**src/rtl/shim_inject_arbiter.sv**
```systemverilog
// Packet-granular round-robin arbiter feeding the single SiliconNet shim injection port.
// Latency: head eligible in IDLE at cycle T is forwarded at T+1; phits then pass through combinationally.
// Backpressure: granted client's ready follows ~shim_full_in[locked dst]; all other clients see ready=0.

package shim_inject_pkg;
    localparam int SN_PORT_W = 3;
    localparam int SN_DATA_W = 32;

    typedef struct packed {
        logic                 first;
        logic                 last;
        logic [SN_PORT_W-1:0] dst_port;
        logic [SN_DATA_W-1:0] data;
    } SwitchInterface;
endpackage

module shim_inject_arbiter
    import shim_inject_pkg::*;
#(
    parameter int NUM_CLIENTS = 4,
    parameter int NUM_PORTS   = 8,
    parameter int GAP_CYCLES  = 2
) (
    input  logic                           clk,
    input  logic                           rst_n,
    input  SwitchInterface                 client_ifc_in [NUM_CLIENTS],
    input  logic [NUM_CLIENTS-1:0]         client_valid_in,
    output logic [NUM_CLIENTS-1:0]         client_ready_out,
    output SwitchInterface                 shim_ifc_out,
    output logic                           shim_wren_out,
    input  logic [NUM_PORTS-1:0]           shim_full_in,
    output logic [$clog2(NUM_CLIENTS)-1:0] grant_out,
    output logic                           busy_out,
    output logic                           err_protocol_out
);

    localparam int CW  = $clog2(NUM_CLIENTS);
    localparam int CW1 = CW + 1;
    localparam int GW  = $clog2(GAP_CYCLES) + 1;

    typedef enum logic [1:0] {
        ST_IDLE = 2'd0,
        ST_SEND = 2'd1,
        ST_GAP  = 2'd2
    } state_t;

    state_t               r_state;
    logic [CW-1:0]        r_grant;
    logic [CW-1:0]        r_rr_ptr;
    logic [SN_PORT_W-1:0] r_dst;
    logic [GW-1:0]        r_gap_cnt;
    logic                 r_err;

    state_t               w_state_nxt;
    logic [CW-1:0]        w_grant_nxt;
    logic [CW-1:0]        w_rr_nxt;
    logic [SN_PORT_W-1:0] w_dst_nxt;
    logic [GW-1:0]        w_gap_nxt;
    logic                 w_err_nxt;

    logic [NUM_CLIENTS-1:0] w_elig;
    logic                   w_bad_head;
    logic                   w_found;
    logic [CW-1:0]          w_winner;
    logic [CW1-1:0]         w_cand;
    logic [NUM_CLIENTS-1:0] w_ready;
    logic                   w_accept;
    SwitchInterface         w_ifc;

    // Per-client eligibility: valid packet head whose destination has room; flag heads missing 'first'.
    always_comb begin
        w_elig     = '0;
        w_bad_head = 1'b0;
        for (int i = 0; i < NUM_CLIENTS; i++) begin
            w_elig[i] = client_valid_in[i] & client_ifc_in[i].first
                        & ~shim_full_in[client_ifc_in[i].dst_port];
            if (client_valid_in[i] && !client_ifc_in[i].first) begin
                w_bad_head = 1'b1;
            end
        end
    end

    // Round-robin search starting at rr_ptr; the candidate index wraps explicitly so odd client counts work.
    always_comb begin
        w_found  = 1'b0;
        w_winner = '0;
        w_cand   = '0;
        for (int k = 0; k < NUM_CLIENTS; k++) begin
            w_cand = {1'b0, r_rr_ptr} + CW1'(k);
            if (w_cand >= CW1'(NUM_CLIENTS)) begin
                w_cand = w_cand - CW1'(NUM_CLIENTS);
            end
            if (!w_found && w_elig[w_cand[CW-1:0]]) begin
                w_found  = 1'b1;
                w_winner = w_cand[CW-1:0];
            end
        end
    end

    // Next-state and datapath: grant in IDLE, pass-through in SEND, fixed idle gap so shim status settles.
    always_comb begin
        w_state_nxt = r_state;
        w_grant_nxt = r_grant;
        w_rr_nxt    = r_rr_ptr;
        w_dst_nxt   = r_dst;
        w_gap_nxt   = r_gap_cnt;
        w_err_nxt   = r_err;
        w_ready     = '0;
        w_accept    = 1'b0;
        w_ifc       = '0;
        case (r_state)
            ST_IDLE: begin
                if (w_bad_head) begin
                    w_err_nxt = 1'b1;
                end
                if (w_found) begin
                    w_grant_nxt = w_winner;
                    w_dst_nxt   = client_ifc_in[w_winner].dst_port;
                    w_state_nxt = ST_SEND;
                end
            end
            ST_SEND: begin
                w_ready[r_grant] = ~shim_full_in[r_dst];
                w_accept         = client_valid_in[r_grant] & w_ready[r_grant];
                if (w_accept) begin
                    w_ifc = client_ifc_in[r_grant];
                    if (w_ifc.last) begin
                        w_rr_nxt    = (r_grant == CW'(NUM_CLIENTS - 1)) ? '0 : r_grant + 1'b1;
                        w_gap_nxt   = GW'(GAP_CYCLES - 1);
                        w_state_nxt = ST_GAP;
                    end
                end
            end
            ST_GAP: begin
                if (r_gap_cnt == '0) begin
                    w_state_nxt = ST_IDLE;
                end else begin
                    w_gap_nxt = r_gap_cnt - 1'b1;
                end
            end
            default: begin
                w_state_nxt = ST_IDLE;
            end
        endcase
    end

    // State registers; reset mid-packet drops the lock and restarts arbitration at client 0.
    always_ff @(posedge clk or negedge rst_n) begin
        if (!rst_n) begin
            r_state   <= ST_IDLE;
            r_grant   <= '0;
            r_rr_ptr  <= '0;
            r_dst     <= '0;
            r_gap_cnt <= '0;
            r_err     <= 1'b0;
        end else begin
            r_state   <= w_state_nxt;
            r_grant   <= w_grant_nxt;
            r_rr_ptr  <= w_rr_nxt;
            r_dst     <= w_dst_nxt;
            r_gap_cnt <= w_gap_nxt;
            r_err     <= w_err_nxt;
        end
    end

    assign client_ready_out = w_ready;
    assign shim_wren_out    = w_accept;
    assign shim_ifc_out     = w_ifc;
    assign grant_out        = r_grant;
    assign busy_out         = (r_state != ST_IDLE);
    assign err_protocol_out = r_err;

endmodule

```
**config.mk**
```make
export PLATFORM = sky130hd
export DESIGN_NAME = shim_inject_arbiter
export DESIGN_NICKNAME = d
export VERILOG_FILES = /design/src/rtl/shim_inject_arbiter.sv
export SDC_FILE = /design/constraint.sdc
export NUM_CORES = 1
export LEC_CHECK = 0
export CAP_MARGIN = 10
export CORE_ASPECT_RATIO = 1.25
export CORE_UTILIZATION = 32
export CTS_CLUSTER_SIZE = 30
export DETAILED_ROUTE_END_ITERATION = 7
export PLACE_DENSITY = 0.83
export SLEW_MARGIN = 20
export SYNTH_ARGS = -nofsm -noshare
export SYNTH_HDL_FRONTEND = slang
export SYNTH_SLANG_ARGS = --single-unit
```
**constraint.sdc**
```tcl
create_clock -name clk -period 3.75 [get_ports clk]
set_input_delay 0.375 -clock clk [delete_from_list [all_inputs] [get_ports clk]]
set_output_delay 0.375 -clock clk [all_outputs]
set_load 0.005 [all_outputs]
```
==> results of run 1 <==
## registers in the layout, indices dropped and copies added, names as in the netlist
signal            count
err_protocol_out      1
r_state               2
r_rr_ptr              2
grant_out             2
r_gap_cnt             2
r_dst                 3
## per-layer routing
layer  GRT usage, %  vias up  routed length (microns)
li1               -     1217                        -
met3           7.51       27                      984
met4           9.12        0                      283
met1           31.3     1305                     3960
met5              0        -                        0
met2           47.5      147                     5440
## worst max-delay path by stage
stage / from / end / slack, ns / depth (start not counted)
2_1_floorplan: grant_out[0] / shim_ifc_out[0] / 0.77 / 11
3_3_place_gp: shim_full_in[4] / shim_ifc_out[9] / 0.53 / 8
3_5_place_dp: shim_full_in[7] / shim_ifc_out[9] / 0.44 / 8
4_1_cts: shim_full_in[7] / shim_ifc_out[9] / 0.44 / 8
5_1_grt: shim_full_in[4] / shim_ifc_out[9] / 0.35 / 8
6_report: shim_full_in[7] / shim_ifc_out[9] / 0.43 / 8
## area by class of cell
class,instances,area share (%)
flip-flops and latches,12,6.71
multi-input cells,170,42.1
inverters,10,0.832
well taps,90,2.50
repair buffers,211,46.9
clock buffers,4,0.999
## power breakdown
group	switching, uW	internal (uW)	leakage (uW)	total [uW]
clock network	46.6	74.8	0.0000228	121
logic	625	992	0.00149	1620
registers	101	189	0.000141	289
total	772	1260	0.00165	2030
## Yosys cell counts (2+ instances only)
library cell | instances | area, sq um
sky130_fd_sc_hd__nand2_1 | 11 | 41.3
sky130_fd_sc_hd__nand3b_1 | 2 | 15.0
sky130_fd_sc_hd__o21ai_1 | 2 | 10.0
sky130_fd_sc_hd__o221ai_1 | 3 | 26.3
sky130_fd_sc_hd__a21oi_1 | 2 | 10.0
sky130_fd_sc_hd__or2_2 | 2 | 12.5
sky130_fd_sc_hd__nand2b_1 | 3 | 18.8
sky130_fd_sc_hd__nor2b_1 | 40 | 250
sky130_fd_sc_hd__o21ai_0 | 5 | 25.0
sky130_fd_sc_hd__ha_1 | 5 | 62.6
sky130_fd_sc_hd__nor2_1 | 2 | 7.51
sky130_fd_sc_hd__mux4_2 | 42 | 946
sky130_fd_sc_hd__mux4_1 | 3 | 78.8
sky130_fd_sc_hd__inv_1 | 10 | 37.5
sky130_fd_sc_hd__nand3_1 | 8 | 40.0
sky130_fd_sc_hd__o21bai_1 | 2 | 15.0
sky130_fd_sc_hd__mux2i_1 | 14 | 140
sky130_fd_sc_hd__o21a_1 | 2 | 15.0
sky130_fd_sc_hd__clkbuf_1 | 11 | 41.3
sky130_fd_sc_hd__and2_1 | 5 | 31.3
sky130_fd_sc_hd__dfrtp_1 | 12 | 300
sky130_fd_sc_hd__buf_2 | 2 | 10.0
## through the flow
stage | hold slack (ns) | power, uW | cell area, sq um
final | 0.487 | 2030 | 4510
after global routing | 0.503 | 2160 | 4510
after CTS | 0.483 | 2040 | 4510
after detailed placement | 0.462 | 1900 | 4460
after global placement | 0.463 | 1870 | 4460
after floorplan | 0.0794 | 1190 | 2290
## logic make-up (layout without fill, tap and decap cells)
logic type / after synthesis / in the layout / synth area share, %
and+or+nand+nor: 78 / 78 / 19.9
adders and majority gates: 5 / 5 / 2.73
DFF: 12 / 12 / 13.1
buffers and inverters: 24 / 225 / 4.04
AOI/OAI and AO/OA: 27 / 27 / 8.85
muxes: 60 / 60 / 51.4
==> impl_summary.txt, run 1 <==
----------------------------------------------------
[Power and ir drop]
  Leak pwr ... ~0.0017 uW
  Highest ir drop seen on vdd ... 0.320 mV
  Cell area power density ... 450 nW/um^2

[GRT]
  Pin count of the biggest net entering global routing ... 37
  Total congestion overflow ... 0
  Global-route wire length before repair ... about 15 mm
  Initial antenna violation count ... 0
  All-Layer GR Usage ... 26.8%
  Number of global-route vias before repair ... 2730

[Cells and area]
  Antenna cells ... 0
  Most used cells in the layout excluding fill and tap cells ... sky130_fd_sc_hd__clkdlybuf4s50_1 (207), sky130_fd_sc_hd__mux4_2 (42), sky130_fd_sc_hd__nor2b_1 (40)
  Proportion of layout cells with a drive suffix above 1 ... 14.0%
  Number of nets at the end of the flow ... 575
  Utilization after layout ... 65.0%
  Multi-input logic area ... 1900 sq um
  Most common cell after layout, fill and taps aside ... sky130_fd_sc_hd__clkdlybuf4s50_1
  Sequential cell area ... 303 sq um
  Area overhead of the layout relative to synthesis ... 96.9%
  Layout Cells excl Fill ... 497
  Number of fill cells ... 557

[Clock network]
  Post-cts resize count ... 0
  Post-CTS Setup Repair Bufs ... 0
  Number of buffers created by CTS ... 3
  Clk root buf ... sky130_fd_sc_hd__clkbuf_8
  Number of hold buffers added after cts ... 0
  Source-to-sink clock delay at the later pin of the worst-skew pair ... 0.24 ns
  Clock transition at path regs ... 0.05 ns
  Maximum clock path buffer count ... 2
  Clock H-tree levels ... 1
  Clock tree from TritonCTS ... yes
  CTS sink count ... 12

[STA]
  Final worst setup slack ... around 0.43 ns
  Count of final hold-check violations ... 0
  Clock skew after layout ... 0.000668 ns
  Fin. max-slew vios ... 0
  Final setup violation count ... 0
  Final total negative setup slack ... 0 ns
  RSZ-0062 raised after global routing ... no
  Timing-limited maximum frequency ... between 300 and 400 MHz
  Max_slew headroom ... between 60% and 70%
  Least-Margin Pin Slew ... roughly 0.54 ns
  Post-route minimum period ... 3.32 ns
  Period utilisation layout ... 88.6%

[Placement]
  Number of placed instances with taps included ... 493
  Detailed-placement wirelength estimate ... 9.02 mm
  Worst slack after detailed placement ... 0.441 ns
  Number of I/O port buffers ... 207
  Final RePlAce weighted congestion ... 0.940

[Logic synthesis]
  Synth async-reset ratio ... 100%
  Leading register cell type out of synthesis ... sky130_fd_sc_hd__dfrtp_1
  Sequential element share of the synthesized area ... 13.1%
  Warnings, synthesis ... 0
  Synth Area per Inst ... 11.1 sq um
  Synth Cell Area ... 2290 sq um
  Number of enable flip-flop cells after synthesis ... 0
  Count of cell types in the netlist ... 40
  Syn nets ... 373
  Synthesized flop and latch total ... 12
  Number of instances in the synthesized netlist ... 206

[Routing]
  Antenna Violating Nets Remaining ... 0
  Count of routing violations after the opening detailed-route iteration ... slightly above 70
  Routed wire per std cell ... 21.5 microns
  Via total after detailed routing ... 2696
  DR DRC count ... 0
  Via/cell ratio ... 5.42
  DRT Wirelength ... 10.7 mm
  Drt first pass iters ... 4

[Critical path]
  Register-to-Register Path Depth ... 6
  Data required, critical path ... between 3 and 4 ns
  Slowest stage cell on the critical path ... sky130_fd_sc_hd__clkdlybuf4s50_1
  Top cell family by delay on the critical path ... buffers and inverters
  Arrival time of data at the critical path endpoint ... 2.95 ns
  Capture point of the worst reg-to-reg path ... r_rr_ptr[0]
  R2r setup slk ... 1.45 ns
  Endpoint kind of the worst setup timing path ... output pin
  Critical path class ... in -> out
  Delay of the slowest cell on the worst path ... 0.55 ns
  Launching element type of the critical path ... input port
  Buffering stage count on the worst path with inverters included ... 3
  Maximum fanout encountered on the critical timing path ... 33
  Reg-to-reg startpoint ... r_dst[0]
  Most common cell type on the critical path ... sky130_fd_sc_hd__clkdlybuf4s50_1
  CP Cell Sequence ... clkdlybuf4s50_1, mux4_2, mux2i_1, o211a_1, nand3b_1, buf_12, nor2b_1, clkdlybuf4s50_1

[Floorplanning]
  Area of the die ... 7500 sq um
  Num ports ... ~210
  Die Span Y ... 96.6 microns
  Horizontal die dimension ... 77.7 microns
  Initial core utilization ... 33.0%
  Core region area ... between 6000 and 7000 sq um
  FP Rows ... 34

[Run status]
  Outcome ... finished, final reports clean

[Worst hold path]
  Class of the most critical hold timing path ... in -> async

[Job]
  Max-cap viol count ... 0

----------------------------------------------------
Power figures use the tool's default switching activity.
==> run 2: changes to the inputs <==
Settings changed: PLACE_DENSITY 0.83 to 0.85.
==> run 2 against run 1 <==
Against the previous run:
- non-clock buffer count rose by 1
- power down 1.4%
- core utilization down 0.13 points
- final area shrank 0.19%
- flip-flop and latch count unchanged
- register-to-register slack lost 0.03 ns
- worst hold slack worse by 0.0028 ns
- first-iteration DRC count grew 38%
- worst setup slack improved by 0.10 ns
- largest cell class unchanged
==> impl_summary.txt, run 2 (synthesis gave the netlist of run 1 again) <==
----------------------------------------------------
[Run status]
  Outcome ... finished, final reports clean (unchanged)

[Clock network]
  Post-CTS Setup Repair Bufs ... 0 (unchanged)
  Maximum clock path buffer count ... 2 (unchanged)
  Source-to-sink clock delay at the later pin of the worst-skew pair ... 0.24 ns (about the same)
  Clock H-tree levels ... 1 (unchanged)
  Post-cts resize count ... 0 (unchanged)
  Clock tree from TritonCTS ... yes (unchanged)
  Number of buffers created by CTS ... 3 (unchanged)
  CTS sink count ... 12 (unchanged)
  Clk root buf ... sky130_fd_sc_hd__clkbuf_8 (unchanged)
  Clock transition at path regs ... 0.05 ns (about the same)
  Number of hold buffers added after cts ... 0 (unchanged)

[Critical path]
  Launching element type of the critical path ... input port (unchanged)
  CP Launch Point ... shim_full_in[7] (unchanged)
  Critical path class ... in -> out (unchanged)
  Arrival time of data at the critical path endpoint ... 2.85 ns (was 2.95 ns)
  Data required, critical path ... 3.38 ns (about the same)
  Maximum fanout encountered on the critical timing path ... 28 (was 33)
  Register-to-Register Path Depth ... 6 (unchanged)
  Reg-to-reg startpoint ... r_dst[0] (unchanged)
  Endpoint kind of the worst setup timing path ... output pin (unchanged)

[Cells and area]
  Proportion of layout cells with a drive suffix above 1 ... 14.3% (was 14.0%)
  Number of fill cells ... 556 (was 557)
  Most used cells in the layout excluding fill and tap cells ... sky130_fd_sc_hd__clkdlybuf4s50_1 (207), sky130_fd_sc_hd__mux4_2 (42), sky130_fd_sc_hd__nor2b_1 (40) (unchanged)
  Most common cell after layout, fill and taps aside ... sky130_fd_sc_hd__clkdlybuf4s50_1 (unchanged)
  Number of flip-flops under the largest register name ... 3 (unchanged)
  Number of nets at the end of the flow ... 576 (was 575)
  Utilization after layout ... 64.9% (was 65.0%)
  Antenna cells ... 0 (unchanged)
  Reg with most FFs ... r_dst (unchanged)
  Area overhead of the layout relative to synthesis ... 96.6% (was 96.9%)

[STA]
  Max_slew headroom ... 65.2% (was 64.1%)
  Count of final hold-check violations ... 0 (unchanged)
  Fin. max-slew vios ... 0 (unchanged)
  RSZ-0062 raised after global routing ... no (unchanged)
  Final worst setup slack ... 0.529 ns (was 0.426 ns)
  Clock skew after layout ... 0.00240 ns (was 0.000668 ns)
  Period utilisation layout ... 85.9% (was 88.6%)
  Post-route minimum period ... 3.22 ns (was 3.32 ns)
  Final total negative setup slack ... 0 ns (unchanged)
  Timing-limited maximum frequency ... 310 MHz (was 301 MHz)
  Least-Margin Pin Slew ... 0.521 ns (was 0.537 ns)
  Final setup violation count ... 0 (unchanged)

[Power and ir drop]
  Cell area power density ... 444 nW/um^2 (was 450 nW/um^2)
  Leak pwr ... 0.00165 uW (about the same)
  Highest ir drop seen on vdd ... 0.263 mV (was 0.320 mV)

[Placement]
  Worst slack after detailed placement ... 0.522 ns (was 0.441 ns)
  Number of I/O port buffers ... 207 (unchanged)
  Final RePlAce weighted congestion ... 0.928 (was 0.940)
  Detailed-placement wirelength estimate ... 8.78 mm (was 9.02 mm)

[Worst hold path]
  Class of the most critical hold timing path ... in -> async (unchanged)

[GRT]
  Number of global-route vias before repair ... 2656 (was 2730)
  Initial antenna violation count ... 1 (was 0)
  Total congestion overflow ... 0 (unchanged)
  Global-route wire length before repair ... 14.5 mm (was 14.9 mm)
  All-Layer GR Usage ... 26.0% (was 26.8%)
  Pin count of the biggest net entering global routing ... 37 (unchanged)

[Floorplanning]
  Core region area ... 6930 sq um (unchanged)
  FP Rows ... 34 (unchanged)
  Horizontal die dimension ... 77.7 microns (unchanged)
  Area of the die ... 7500 sq um (unchanged)
  Initial core utilization ... 33.0% (unchanged)
  Num ports ... 208 (unchanged)
  Die Span Y ... 96.6 microns (unchanged)

[Routing]
  DRT Wirelength ... 10.4 mm (was 10.7 mm)
  Drt first pass iters ... 6 (was 4)
  Via total after detailed routing ... 2684 (was 2696)
  Count of routing violations after the opening detailed-route iteration ... 99 (was 72)
  Routed wire per std cell ... 21.0 microns (was 21.5 microns)
  Via/cell ratio ... 5.40 (was 5.42)
  Antenna Violating Nets Remaining ... 0 (unchanged)
  DR DRC count ... 0 (unchanged)

[Job]
  Max-cap viol count ... 0 (unchanged)

----------------------------------------------------
[run 2: worst max-delay path, cell delays in order]
cell and delay [ns]:
sky130_fd_sc_hd__clkdlybuf4s50_1 0.48, sky130_fd_sc_hd__mux4_2 0.50, sky130_fd_sc_hd__mux2i_1 0.24, sky130_fd_sc_hd__o211a_1 0.19
sky130_fd_sc_hd__nand3b_1 0.09, sky130_fd_sc_hd__buf_4 0.25, sky130_fd_sc_hd__nor2b_1 0.18, sky130_fd_sc_hd__clkdlybuf4s50_1 0.52
[run 2: where the power goes]
part / switching [uW] / internal, uW
Sequential: 107 / 189
Clock: 42.6 / 70.4
Combinational: 608 / 983
Total: 757 / 1240
[run 2: path summary, 6_finish.rpt]
path / slack, ns / to
max: 0.53 / shim_ifc_out[29]
min: 0.48 / err_protocol_out
max reg2reg: 1.42 / r_rr_ptr[0]
min reg2reg: 0.52 / err_protocol_out
max in group asynchronous: 2.89 / grant_out[1]
min in group clk: 0.52 / err_protocol_out
[run 2: metal layers]
layer	wire length [microns]	GRT usage, %
met3	833	5.45
met1	4060	32.4
met5	13	0
met2	5320	45.8
met4	195	6.92
[run 2: final cells by class]
cell class                 instances  area (sq um)  area share, %
clock buffer                       3          41.3          0.917
inverter                          10          37.5          0.834
tap                               90           113           2.50
sequential                        12           303           6.73
multi-input combinational        170          1900           42.1
timing repair buffer             212          2110           46.9
[run 2: stage by stage]
stage / hold WS, ns / instance area [sq um] / total power, uW / cells
2_1_floorplan: 0.0794 / 2290 / 1190 / 206
3_3_place_gp: 0.466 / 4460 / 1870 / 494
3_5_place_dp: 0.473 / 4460 / 1880 / 494
4_1_cts: 0.501 / 4500 / 2000 / 497
5_1_grt: 0.531 / 4500 / 2140 / 497
6_report: 0.485 / 4500 / 2000 / 497
==> run 3: changes to the inputs <==
Settings changed: ABC_CLOCK_PERIOD_IN_PS from default to 3750, PLACE_DENSITY 0.85 to 0.91, SLEW_MARGIN 20 to default.
==> run 3 against run 2 <==
Against the previous run:
- die area is the same
- global-route usage decreased by 1.1 points
- clock skew fell by 0.0020 ns
- combinational power grew 3%
- register-to-register slack worse by 0.15 ns
- via count increased by 0.11%
- worst hold slack got worse by 0.0034 ns
- final area increased by 0.31%
- sequential share of layout area barely moved
- clock power rose by 22%
- critical endpoint is now shim_ifc_out[11]
- highest routed layer is now met4
==> impl_summary.txt, run 3 (synthesis gave the netlist of run 1 again) <==
----------------------------------------------------
[Worst hold path]
  Worst min-delay path startpoint ... err_protocol_out
  Class of the most critical hold timing path ... reg -> reg (was in -> async)
  Worst Hold Depth ... 1
  Hold-critical path endpoint ... err_protocol_out

[Critical path]
  Delay of the slowest cell on the worst path ... 0.53 ns (was 0.52 ns)
  Most common cell type on the critical path ... sky130_fd_sc_hd__clkdlybuf4s50_1 (unchanged)
  Launching element type of the critical path ... input port (unchanged)
  Maximum fanout encountered on the critical timing path ... 31 (was 28)
  Critical path class ... in -> out (unchanged)
  Data required, critical path ... 3.38 ns (about the same)
  Slowest stage cell on the critical path ... sky130_fd_sc_hd__clkdlybuf4s50_1 (unchanged)
  Buffering stage count on the worst path with inverters included ... 3 (unchanged)
  Arrival time of data at the critical path endpoint ... 3.13 ns (was 2.85 ns)
  R2r setup slk ... 1.27 ns (was 1.42 ns)
  CP Cell Sequence ... clkdlybuf4s50_1, mux4_2, mux2i_1, o211a_1, nand3b_1, buf_12, nor2b_1, clkdlybuf4s50_1 (was clkdlybuf4s50_1, mux4_2, mux2i_1, o211a_1, nand3b_1, buf_4, nor2b_1, clkdlybuf4s50_1)
  Endpoint kind of the worst setup timing path ... output pin (unchanged)
  Top cell family by delay on the critical path ... buffers and inverters (unchanged)
  Capture point of the worst reg-to-reg path ... r_rr_ptr[0] (unchanged)
  Register-to-Register Path Depth ... 6 (unchanged)
  Reg-to-reg startpoint ... r_dst[0] (unchanged)
  CP Launch Point ... shim_full_in[7] (unchanged)

[Clock network]
  Clock H-tree levels ... 1 (unchanged)
  Post-cts resize count ... 0 (unchanged)
  Clock tree from TritonCTS ... yes (unchanged)
  Clk root buf ... sky130_fd_sc_hd__clkbuf_8 (unchanged)
  Number of buffers created by CTS ... 3 (unchanged)
  Source-to-sink clock delay at the later pin of the worst-skew pair ... 0.23 ns (was 0.24 ns)
  Number of hold buffers added after cts ... 0 (unchanged)
  Maximum clock path buffer count ... 2 (unchanged)
  Post-CTS Setup Repair Bufs ... 0 (unchanged)
  CTS sink count ... 12 (unchanged)
  Clock transition at path regs ... 0.05 ns (about the same)

[Cells and area]
  Reg with most FFs ... r_dst (unchanged)
  Number of flip-flops under the largest register name ... 3 (unchanged)
  Most used cells in the layout excluding fill and tap cells ... sky130_fd_sc_hd__clkdlybuf4s50_1 (207), sky130_fd_sc_hd__mux4_2 (42), sky130_fd_sc_hd__nor2b_1 (40) (unchanged)
  Utilization after layout ... 65.1% (was 64.9%)
  Most common cell after layout, fill and taps aside ... sky130_fd_sc_hd__clkdlybuf4s50_1 (unchanged)
  Proportion of layout cells with a drive suffix above 1 ... 14.0% (was 14.3%)
  Number of nets at the end of the flow ... 574 (was 576)
  Area overhead of the layout relative to synthesis ... 97.2% (was 96.6%)

[GRT]
  Number of global-route vias before repair ... 2722 (was 2656)
  All-Layer GR Usage ... 24.9% (was 26.0%)
  Global-route wire length before repair ... 14.1 mm (was 14.5 mm)
  Pin count of the biggest net entering global routing ... 39 (was 37)
  Total congestion overflow ... 0 (unchanged)
  Initial antenna violation count ... 1 (unchanged)

[Power and ir drop]
  Leak pwr ... 0.00165 uW (about the same)
  Cell area power density ... 455 nW/um^2 (was 444 nW/um^2)
  Highest ir drop seen on vdd ... 0.308 mV (was 0.263 mV)

[STA]
  Clock skew after layout ... 0.000413 ns (was 0.00240 ns)
  Least-Margin Pin Slew ... 0.692 ns (was 0.521 ns)
  Post-route minimum period ... 3.50 ns (was 3.22 ns)
  Final setup violation count ... 0 (unchanged)
  Period utilisation layout ... 93.4% (was 85.9%)
  Timing-limited maximum frequency ... 286 MHz (was 310 MHz)
  RSZ-0062 raised after global routing ... no (unchanged)
  Max_slew headroom ... 53.8% (was 65.2%)
  Count of final hold-check violations ... 0 (unchanged)
  Final total negative setup slack ... 0 ns (unchanged)
  Fin. max-slew vios ... 0 (unchanged)

[Routing]
  Antenna Violating Nets Remaining ... 0 (unchanged)
  Drt first pass iters ... 4 (was 6)
  Routed wire per std cell ... 20.5 microns (was 21.0 microns)
  Via/cell ratio ... 5.41 (was 5.40)
  DRT Wirelength ... 10.2 mm (was 10.4 mm)
  Count of routing violations after the opening detailed-route iteration ... 129 (was 99)
  Via total after detailed routing ... 2687 (was 2684)
  DR DRC count ... 0 (unchanged)

[Job]
  Max-cap viol count ... 0 (unchanged)

[Floorplanning]
  Die Span Y ... 96.6 microns (unchanged)
  Core region area ... 6930 sq um (unchanged)
  Num ports ... 208 (unchanged)
  Horizontal die dimension ... 77.7 microns (unchanged)
  Area of the die ... 7500 sq um (unchanged)
  Initial core utilization ... 33.0% (unchanged)
  FP Rows ... 34 (unchanged)

[Run status]
  Outcome ... finished, final reports clean (unchanged)

[Placement]
  Number of I/O port buffers ... 207 (unchanged)
  Final RePlAce weighted congestion ... 0.961 (was 0.928)
  Detailed-placement wirelength estimate ... 8.39 mm (was 8.78 mm)

----------------------------------------------------
==> run 3: cell count changes in the layout (fill, tap and decap cells not counted), sizes merged <==
cell    before  now
buf          5    3
clkbuf       3    4
diode        0    1
==> run 3: final cells by class <==
cell class,instances,area (sq um)
Antenna cell,1,2.50
Clock buffer,4,55.1
Fill cell,540,2420
Inverter,10,37.5
Multi-Input combinational cell,170,1900
Sequential cell,12,303
Tap cell,90,113
Timing Repair Buffer,210,2110
==> run 3: metrics by stage <==
step | instances | setup WS [ns] | hold slack, ns | instance area [sq um] | total power, uW
5_1_grt | 496 | 0.160 | 0.492 | 4510 | 2190
6_report | 497 | 0.247 | 0.481 | 4510 | 2050
4_1_cts | 496 | 0.289 | 0.485 | 4510 | 2060
3_5_place_dp | 492 | 0.287 | 0.474 | 4460 | 1910
2_1_floorplan | 206 | 0.774 | 0.0794 | 2290 | 1190
3_3_place_gp | 492 | 0.368 | 0.462 | 4460 | 1880
==> run 3: worst max path at each step <==
stage                     slack, ns          endpoint  depth (start not counted)
after CTS                      0.29  shim_ifc_out[11]                          8
after global routing           0.16  shim_ifc_out[11]                          8
after global placement         0.37   shim_ifc_out[2]                          8
after detailed placement       0.29  shim_ifc_out[11]                          8
after floorplan                0.77   shim_ifc_out[0]                         11
final                          0.25  shim_ifc_out[11]                          8
==> run 3: layer usage <==
metal | up-vias | GRT usage (%) | share of wire (%)
met2 | 168 | 43.7 | 51
li1 | 1211 | - | -
met3 | 16 | 6.85 | 9.2
met4 | 0 | 5.82 | 1.3
met1 | 1292 | 30.4 | 38
met5 | - | 0 | 0
==> run 3: power by group <==
part | switching (uW) | internal, uW
Sequential | 88.5 | 189
Combinational | 652 | 986
Clock | 45.1 | 92.6
Total | 786 | 1270
==> run 3: worst register-to-register path: cells and delay by family (launching register included) <==
kind | cells | cell delay (ns)
AND/OR/NAND/NOR | 2 | 0.50
AO/OA/AOI/OAI | 1 | 0.22
flip-flops | 1 | 0.45
multiplexers | 3 | 1.20
